**src/rtl/operand_reader_pkg.sv**
```systemverilog
// operand_reader_pkg: shared state encoding and defaults for the operand byte reader
package operand_reader_pkg;
  typedef enum logic [1:0] {ORD_IDLE, ORD_FETCH, ORD_DONE} ord_state_t;
  localparam int ORD_MAX_BYTES_DEFAULT = 4;
endpackage

```
**src/rtl/operand_extend.sv**
```systemverilog
// operand_extend: places n little-endian bytes into an OUT_W word, sign- or zero-filling above them
module operand_extend #(
  parameter int MAX_BYTES = 4,
  parameter int OUT_W = 8 * MAX_BYTES,
  parameter int CNT_W = $clog2(MAX_BYTES + 1)
) (
  input  logic [8*MAX_BYTES-1:0] data,
  input  logic [CNT_W-1:0]       n,
  input  logic                   sign_extend,
  output logic [OUT_W-1:0]       result
);
  logic [OUT_W-1:0] wide;
  logic             fill;
  always_comb begin
    wide = OUT_W'(data);
    fill = 1'b0;
    for (int i = 0; i < MAX_BYTES; i++) fill = int'(n) == i + 1 ? sign_extend && data[8*i+7] : fill;
    for (int i = 0; i < OUT_W; i++) result[i] = i / 8 < int'(n) ? wide[i] : fill;
  end
endmodule

```
**src/rtl/operand_byte_reader.sv**
```systemverilog
// operand_byte_reader: pops 0..MAX_BYTES bytes from the prefetch FIFO into one extended operand.
// OPERAND_READER_BYPASS_EN selects same-cycle completion; otherwise completion is registered via DONE.
module operand_byte_reader
  import operand_reader_pkg::*;
#(
  parameter int MAX_BYTES = ORD_MAX_BYTES_DEFAULT,
  parameter int OUT_W = 8 * MAX_BYTES,
  parameter int CNT_W = $clog2(MAX_BYTES + 1)
) (
  input  logic             clk,
  input  logic             reset,
  input  logic             start,
  input  logic             flush,
  input  logic [CNT_W-1:0] num_bytes,
  input  logic             sign_extend,
  output logic             busy,
  output logic             complete,
  output logic [OUT_W-1:0] result,
  output logic             fifo_rd_en,
  input  logic [7:0]       fifo_rd_data,
  input  logic             fifo_empty
);
  localparam int BW = 8 * MAX_BYTES;
`ifdef OPERAND_READER_BYPASS_EN
  localparam ord_state_t FIN = ORD_IDLE;
`else
  localparam ord_state_t FIN = ORD_DONE;
`endif
  ord_state_t state, state_n;
  logic [CNT_W-1:0] idx, cnt, n_clamp, cur_idx, cur_cnt, ext_n;
  logic sx, start_ok, zero_done, fetching, pop, last, ext_sx, done, drop;
  logic [BW-1:0] acc, base, acc_n, ext_data;
  logic [OUT_W-1:0] ext;
  always_comb begin
    n_clamp = num_bytes > CNT_W'(MAX_BYTES) ? CNT_W'(MAX_BYTES) : num_bytes;
    start_ok = state == ORD_IDLE && start && n_clamp != '0 && !flush && !reset;
    zero_done = state == ORD_IDLE && start && num_bytes == '0 && !flush && !reset;
    fetching = start_ok || (state == ORD_FETCH && !flush && !reset);
    cur_idx = state == ORD_FETCH ? idx : '0;
    cur_cnt = state == ORD_FETCH ? cnt : n_clamp;
    pop = fetching && !fifo_empty;
    last = pop && cur_idx == cur_cnt - 1'b1;
    // IDLE never carries bytes forward, so a new read cannot see stale lanes
    base = state == ORD_IDLE ? '0 : acc;
    acc_n = pop ? base | (BW'(fifo_rd_data) << {cur_idx, 3'b000}) : base;
    state_n = state == ORD_DONE ? ORD_IDLE : last ? FIN : fetching ? ORD_FETCH : ORD_IDLE;
`ifdef OPERAND_READER_BYPASS_EN
    ext_data = acc_n;
    ext_n = cur_cnt;
    ext_sx = state == ORD_FETCH ? sx : sign_extend;
    done = last;
    drop = last;
`else
    ext_data = acc;
    ext_n = cnt;
    ext_sx = sx;
    done = state == ORD_DONE && !flush && !reset;
    drop = 1'b0;
`endif
  end
  always_ff @(posedge clk)
    if (reset || flush) begin
      state <= ORD_IDLE;
      idx <= '0;
      acc <= '0;
      cnt <= '0;
      sx <= 1'b0;
    end else begin
      state <= state_n;
      acc <= acc_n;
      idx <= pop ? (last ? '0 : cur_idx + 1'b1) : idx;
      cnt <= start_ok ? n_clamp : cnt;
      sx <= start_ok ? sign_extend : sx;
    end
  operand_extend #(.MAX_BYTES(MAX_BYTES), .OUT_W(OUT_W), .CNT_W(CNT_W)) u_ext (
    .data(ext_data),
    .n(ext_n),
    .sign_extend(ext_sx),
    .result(ext)
  );
  assign fifo_rd_en = pop;
  assign complete = done || zero_done;
  assign busy = (state != ORD_IDLE || start_ok) && !flush && !reset && !drop;
  assign result = reset || zero_done ? '0 : done ? ext : OUT_W'(acc);
endmodule

```
**config.mk**
```make
export PLATFORM = sky130hd
export DESIGN_NAME = operand_byte_reader
export DESIGN_NICKNAME = d
export VERILOG_FILES = /design/src/rtl/operand_reader_pkg.sv /design/src/rtl/operand_extend.sv /design/src/rtl/operand_byte_reader.sv
export SDC_FILE = /design/constraint.sdc
export NUM_CORES = 1
export LEC_CHECK = 0
export ABC_AREA = 1
export CAP_MARGIN = 10
export CELL_PAD_IN_SITES_DETAIL_PLACEMENT = 0
export CELL_PAD_IN_SITES_GLOBAL_PLACEMENT = 1
export CORE_MARGIN = 5
export CORE_UTILIZATION = 33
export DETAILED_ROUTE_END_ITERATION = 12
export GPL_TIMING_DRIVEN = 0
export PLACE_DENSITY_LB_ADDON = 0.1
export REMOVE_ABC_BUFFERS = 1
export SETUP_SLACK_MARGIN = 0.4
export SLEW_MARGIN = 25
export SYNTH_ARGS = -nofsm -noshare
export SYNTH_HDL_FRONTEND = slang
export SYNTH_HIERARCHICAL = 1
export SYNTH_SLANG_ARGS = --single-unit
```
**constraint.sdc**
```tcl
create_clock -name clk -period 1.6 [get_ports clk]
set_input_delay 0.16 -clock clk [delete_from_list [all_inputs] [get_ports clk]]
set_output_delay 0.16 -clock clk [all_outputs]
set_load 0.03 [all_outputs]
```
==> results of run 1 <==
-- routing by layer --
metal,vias to the layer above,global-route usage,routed length (µm)
li1,1671,-,-
met1,1674,0.294,5020
met2,106,0.387,5990
met3,23,0.0498,681
met4,0,0.0829,286
met5,-,0,0
-- final timing paths --
| check | start | end | slack, ns | cells after the start |
|---|---|---|---|---|
| worst max register to register | state[0]$_SDFF_PP0_ | idx[0]$_SDFFE_PP0N_ | -0.27 | 13 |
| worst max-delay path | cnt[2]$_SDFFE_PP0P_ | result[23] | -0.37 | 7 |
| worst min-delay path | sign_extend | ext_sx$_SDFFE_PP0P_ | 0.46 | 3 |
| worst min register to register | acc[5]$_SDFF_PP0_ | acc[5]$_SDFF_PP0_ | 0.50 | 2 |
-- timing repair --
item                                    4_1_cts  5_1_grt
endpoints found under the setup margin       76       74
pin swaps                                    27       32
setup buffers                                47        9
gates resized for setup                     331       84
cloned                                       10        1
-- layout by cell type (no fill, tap or decap), types with 4 or more instances in the layout --
cell type,netlist,final
nand2_1,107,97
o21ai_1,12,8
a21oi_2,0,20
o21ai_0,26,14
clkdlybuf4s50_1,0,14
buf_4,1,31
nor2_2,0,4
nand2_8,0,4
nand4_1,37,37
buf_16,0,6
nand3_1,52,44
clkbuf_8,0,6
a21oi_1,38,4
nand3_2,2,8
nand3_4,1,6
inv_1,28,25
dfxtp_4,0,6
buf_6,2,50
o21ai_2,10,24
nor2_4,0,4
nor2_1,24,16
nand2_2,2,8
a21oi_4,1,15
buf_12,0,8
dfxtp_1,41,34
-- flip-flops by register name, indices dropped and copies added, names as in the netlist --
register and flops:
ext_sx 1, state 2, idx 3, cnt 3
acc 32
-- critical path: stages, from the launching register on --
cell and delay (ns):
dfxtp_4 0.38, nor3_4 0.26, nand3_4 0.22, buf_12 0.20, nand3_2 0.04, nand4_1 0.11, a21oi_2 0.16, buf_6 0.14
-- final cells by class --
cell class                      count  area (µm²)  area share
Timing Repair Buffer              116        1400       0.288
Clock inverter                      1        30.0     0.00616
Timing Repair inverter              1        8.76     0.00180
Multi-Input combinational cell    326        2210       0.454
Inverter                           32         155      0.0319
Clock buffer                        7        86.3      0.0177
Tap cell                          105         131      0.0270
Sequential cell                    41         845       0.173
-- power breakdown --
group / internal [mW] / switching [mW] / leakage [nW] / total [mW]
Combinational: 0.287 / 0.340 / 1.50 / 0.627
Sequential: 1.03 / 0.0219 / 0.336 / 1.05
Clock: 0.509 / 0.370 / 0.0585 / 0.880
-- cells by family (layout without fill, tap and decap cells) --
group | after synthesis | count (layout) | share of synthesized area
XOR/XNOR | 1 | 1 | 0.00323
AO/OA/AOI/OAI | 88 | 88 | 0.181
AND/OR/NAND/NOR | 230 | 235 | 0.402
adder cells (fa/ha/maj) | 2 | 2 | 0.00923
flip-flops | 41 | 41 | 0.303
buffers and inverters | 63 | 157 | 0.102
-- through the flow --
stage | std cells | setup TNS (ns)
2_1_floorplan | 394 | -166.88
3_3_place_gp | 550 | -374.89
3_5_place_dp | 554 | -90.72
4_1_cts | 619 | -14.94
5_1_grt | 629 | -19.45
6_report | 629 | -14.27
==> results.tsv, run 1 <==
metric	value	unit
cts_tree	done	
relSlewSlack	0.787	
final.setup_skew	0.00709	ns
cp_max_fo	7	
synth-seq-cells	41	
place_hpwl	5710	µm
startpoint_type	flop	
clock_path_buffers	2	
crit_type	flop to output pin	
synth.avg_cell_area	6.38	µm²
utilization	0.602	
path_clk_slew	0.08	ns
synth_top_cell_by_area	dfxtp_1	
numPortBuffers	51	
worst_hold_slack	0.462	ns
ys_async_sr_fraction	0	
num_vias	3474	
area.growth.synth_to_final	79.6	%
syn_area	0.00271	mm²
route.detailed.drc	0	
nFillCells	727	
initial_core_util	0.335	
htree_levels	2	
slew_viol_final	0	
core-area	0.00809	mm²
dieArea	0.0101	mm²
cp.arrival	1.81	ns
yosys_warnings	6	
drt_iter0_drc	219	
seq_area_frac_synth	0.303	
drive_above_1_share	0.429	
max_freq	508	MHz
gp_congestion	0.795	
rsz0062_at_grt	yes	
yosys-top-cells-count	nand2_1 (107), nand3_1 (52), dfxtp_1 (41)	
power	2.56	mW
critPathRequiredTime	1.44	ns
clock-root-buffer	clkbuf_8	
dr.pass1.iters	4	
period_share	1.23	
final.min_clock_period	1.97	ns
hold_path_class	input port to flop	
hold_viol	0	
fin_nets	542	
power_leakage	1.90	nW
placed_area	0.00334	mm²
hold_buffers	0	
drt-total-wl	12000	µm
grt_pass1_vias	3404	
synth_cell_types	29	
ios	52	
gr-total-overflow	0	
worstMarginPinSlew	0.319	ns
post_drt_wl_per_cell	19.0	µm
ir_drop	0.337	mV
rows	33	
grt_use_total	0.232	
antenna_found_initial	0	
vias_per_cell	5.52	
syn_inst	425	
setup_viol	72	
die_x	101	µm
pre_cts_ws	-1.61	ns
clk_latency	0.29	ns
synthFlopType	dfxtp_1	
endpoint_kind	output pin	
grt_max_degree	21	
p_per_area	525	mW/mm²
cts_sinks	41	
final_area	0.00487	mm²
grt_pass1_wl	18200	µm
synth_edf_count	0	
yosys.cell_count.top_type	nand2_1	
synth_top_area_share	0.303	
die_h	101	µm
cts_buffers	5	
violations	negative setup slack	
synth_area_leaders	dfxtp_1 (30%), nand2_1 (15%), nand3_1 (9.6%)	
cap_violations	0	
diodes	0	
status	finished, violations left	
ant_nets	0	
setup_ws	-0.367	ns
No activity file was read; power rests on OpenSTA's default activity.
==> run 2: changes to the inputs <==
--- a/config.mk
+++ b/config.mk
@@ -10,7 +10,8 @@
 export CELL_PAD_IN_SITES_DETAIL_PLACEMENT = 0
 export CELL_PAD_IN_SITES_GLOBAL_PLACEMENT = 1
 export CORE_MARGIN = 5
-export CORE_UTILIZATION = 33
+export CORE_UTILIZATION = 34
+export CTS_BUF_LIST = sky130_fd_sc_hd__clkbuf_4 sky130_fd_sc_hd__clkbuf_8
 export DETAILED_ROUTE_END_ITERATION = 12
 export GPL_TIMING_DRIVEN = 0
 export PLACE_DENSITY_LB_ADDON = 0.1
==> run 2 against run 1 <==
  * The run still ends with negative setup slack left
  * Clock skew decreased by 0.0022 ns
  * Non-clock buffer count increased by 23
  * Hold slack got worse by 0.13 ns
  * Flip-flop and latch count unchanged
  * Highest routed layer unchanged
  * Largest cell class unchanged
  * Final cell count increased by 2.9%
  * Utilization increased by 6.6 points
  * Combinational power increased by 13%
  * Clock power increased by 4.3%
  * Sequential power about the same
  * Worst setup slack got worse by 0.078 ns
==> results.tsv, run 2 (synthesized netlist as in run 1, its figures left out) <==
metric	value	unit	change
core-area	0.00777	mm²	was 0.00809 mm²
hold_viol	0		unchanged
gp_congestion	0.778		was 0.795
post_drt_wl_per_cell	19.2	µm	was 19.0 µm
cts_sinks	41		unchanged
place_hpwl	5800	µm	was 5710 µm
dieArea	0.00986	mm²	was 0.0101 mm²
numPortBuffers	51		unchanged
ir_drop	0.391	mV	was 0.337 mV
grt_max_degree	32		was 21
dr_wl_met2	6290	µm	was 5990 µm
clock_path_buffers	2		unchanged
max_freq	489	MHz	was 508 MHz
route.detailed.drc	0		unchanged
r2r-end	idx[0]$_SDFFE_PP0N_		unchanged
hold_path_class	input port to flop		unchanged
final.setup_skew	0.00491	ns	was 0.00709 ns
p_sw	779	µW	was 732 µW
clock-root-buffer	clkbuf_8		unchanged
setup_viol	70		was 72
grt_use_total	0.238		was 0.232
crit_type	flop to output pin		unchanged
setup_tns	-14.38	ns	was -14.27 ns
cp_max_fo	6		was 7
placed_area	0.00334	mm²	about the same
path_clk_slew	0.08	ns	about the same
top_regs	acc x32, cnt x3, idx x3		unchanged
whs_path_depth	3		unchanged
critPathRequiredTime	1.44	ns	about the same
regMostFlops	acc		unchanged
vias_per_cell	5.60		was 5.52
die_h	99.3	µm	was 101 µm
p_per_area	516	mW/mm²	was 525 mW/mm²
antenna_found_initial	0		unchanged
fin_nets	563		was 542
largest_reg_flops	32		unchanged
cts_tree	done		unchanged
die_x	99.3	µm	was 101 µm
dr.pass1.iters	5		was 4
p_sw_frac	0.291		was 0.286
drt_iter0_drc	270		was 219
grt_pass1_vias	3415		was 3404
cap_violations	0		unchanged
drt-total-wl	12400	µm	was 12000 µm
rsz0062_at_grt	yes		unchanged
cell_internal_pwr	1.90	mW	was 1.82 mW
final.min_clock_period	2.05	ns	was 1.97 ns
r2r_setup_slack	-0.29	ns	was -0.27 ns
setup_ws	-0.445	ns	was -0.367 ns
startpoint_type	flop		unchanged
worstHoldStart	num_bytes[2]		was sign_extend
clk_latency	0.30	ns	was 0.29 ns
period_share	1.28		was 1.23
m1WireLength	5090	µm	was 5020 µm
combPwrFrac	0.265		was 0.245
slew_viol_final	0		unchanged
final_area	0.00518	mm²	was 0.00487 mm²
rows	32		was 33
final_cell_mix	nand2_1 (92), buf_6 (69), nand3_1 (43)		was nand2_1 (97), buf_6 (50), nand3_1 (44)
ant_nets	0		unchanged
reg2reg_depth	15		was 13
final_common_cell	nand2_1		unchanged
clkPwrFrac	0.343		was 0.344
violations	negative setup slack		unchanged
endpoint_kind	output pin		unchanged
grt_pass1_wl	18500	µm	was 18200 µm
wl_met3	846	µm	was 681 µm
min_to	cnt[2]$_SDFFE_PP0P_		was ext_sx$_SDFFE_PP0P_
relSlewSlack	0.790		was 0.787
gr-total-overflow	0		unchanged
hold_buffers	0		unchanged
cp.arrival	1.89	ns	was 1.81 ns
r2r_start	state[1]$_SDFF_PP0_		was state[0]$_SDFF_PP0_
diodes	0		unchanged
drive_above_1_share	0.483		was 0.429
worstMarginPinSlew	0.312	ns	was 0.319 ns
ios	52		unchanged
power_frac_seq	0.392		was 0.410
power_leakage	2.07	nW	was 1.90 nW
cts_buffers	5		unchanged
num_vias	3625		was 3474
routed.top_layer	met4		unchanged
status	finished, violations left		unchanged
area.growth.synth_to_final	91.2	%	was 79.6%
initial_core_util	0.349		was 0.335
htree_levels	2		unchanged
layout.cells.non_filler	647		was 629
place_inst	551		was 554
==> run 2: cell count changes in the layout (fill, tap and decap cells not counted), sizes merged <==
cell	before	now
buf	97	122
clkdlybuf4s15	0	1
clkdlybuf4s50	14	13
dlymetal6s2s	1	0
nand3	58	56
clkbuf	8	7
dlygate4sd2	1	2
bufbuf	2	1
==> run 2: area by class of cell <==
type / instances / area, µm²
well taps: 102 / 128
fillers: 632 / 2580
repair inverters: 1 / 11.3
inverters: 32 / 153
multi-input cells: 324 / 2260
flip-flops and latches: 41 / 842
repair buffers: 139 / 1670
clock buffers: 7 / 90.1
clock inverters: 1 / 30.0
==> run 2: routing by layer <==
metal,vias up,global-route usage
met4,0,0.0704
met5,-,0
met1,1763,0.315
li1,1704,-
met2,137,0.396
met3,21,0.0407
==> run 2: worst max-delay path by stage <==
stage,start,to,slack (ns),depth (start not counted)
floorplan,flush,complete,-3.07,3
finish,state[0]$_SDFF_PP0_,result[2],-0.45,11
detailed placement,state[1]$_SDFF_PP0_,result[13],-1.52,8
global route,cnt[2]$_SDFFE_PP0P_,result[18],-0.52,8
global placement,flush,result[13],-6.36,6
CTS,state[0]$_SDFF_PP0_,result[13],-0.47,9
==> run 2: per-stage QoR <==
step | setup slack, ns | power [mW] | util | hold slack, ns
floorplan | -3.07 | 1.24 | - | 0.307
detailed placement | -1.52 | 1.41 | 0.429 | 0.486
global route | -0.521 | 2.75 | 0.668 | 0.342
global placement | -6.36 | 1.37 | 0.412 | 0.478
CTS | -0.471 | 2.57 | 0.598 | 0.322
finish | -0.445 | 2.67 | 0.668 | 0.335
==> run 2: power groups by stage <==
stage                     logic [mW]  registers (mW)  clock network (mW)
after floorplan                0.168            1.07                   0
after global placement         0.289            1.08                   0
after detailed placement       0.321            1.09                   0
after CTS                      0.595            1.05               0.927
after global routing           0.738            1.05               0.959
final                          0.708            1.05               0.918
==> run 2: what timing repair did <==
action / 4_1_cts / 5_1_grt
gates cloned: 9 / 0
gates resized for setup: 378 / 93
buffers inserted: 57 / 22
pin swaps: 27 / 26
endpoints found under the setup margin: 76 / 75
==> run 2: worst max-delay path, cell delays in order (launching register included) <==
cell	delay [ns]
dfxtp_4	0.38
inv_12	0.06
nand2_8	0.05
nor2_8	0.08
nand4_1	0.15
o21ai_4	0.21
buf_6	0.15
buf_12	0.10
buf_16	0.13
buf_6	0.10
a21oi_2	0.03
buf_6	0.13
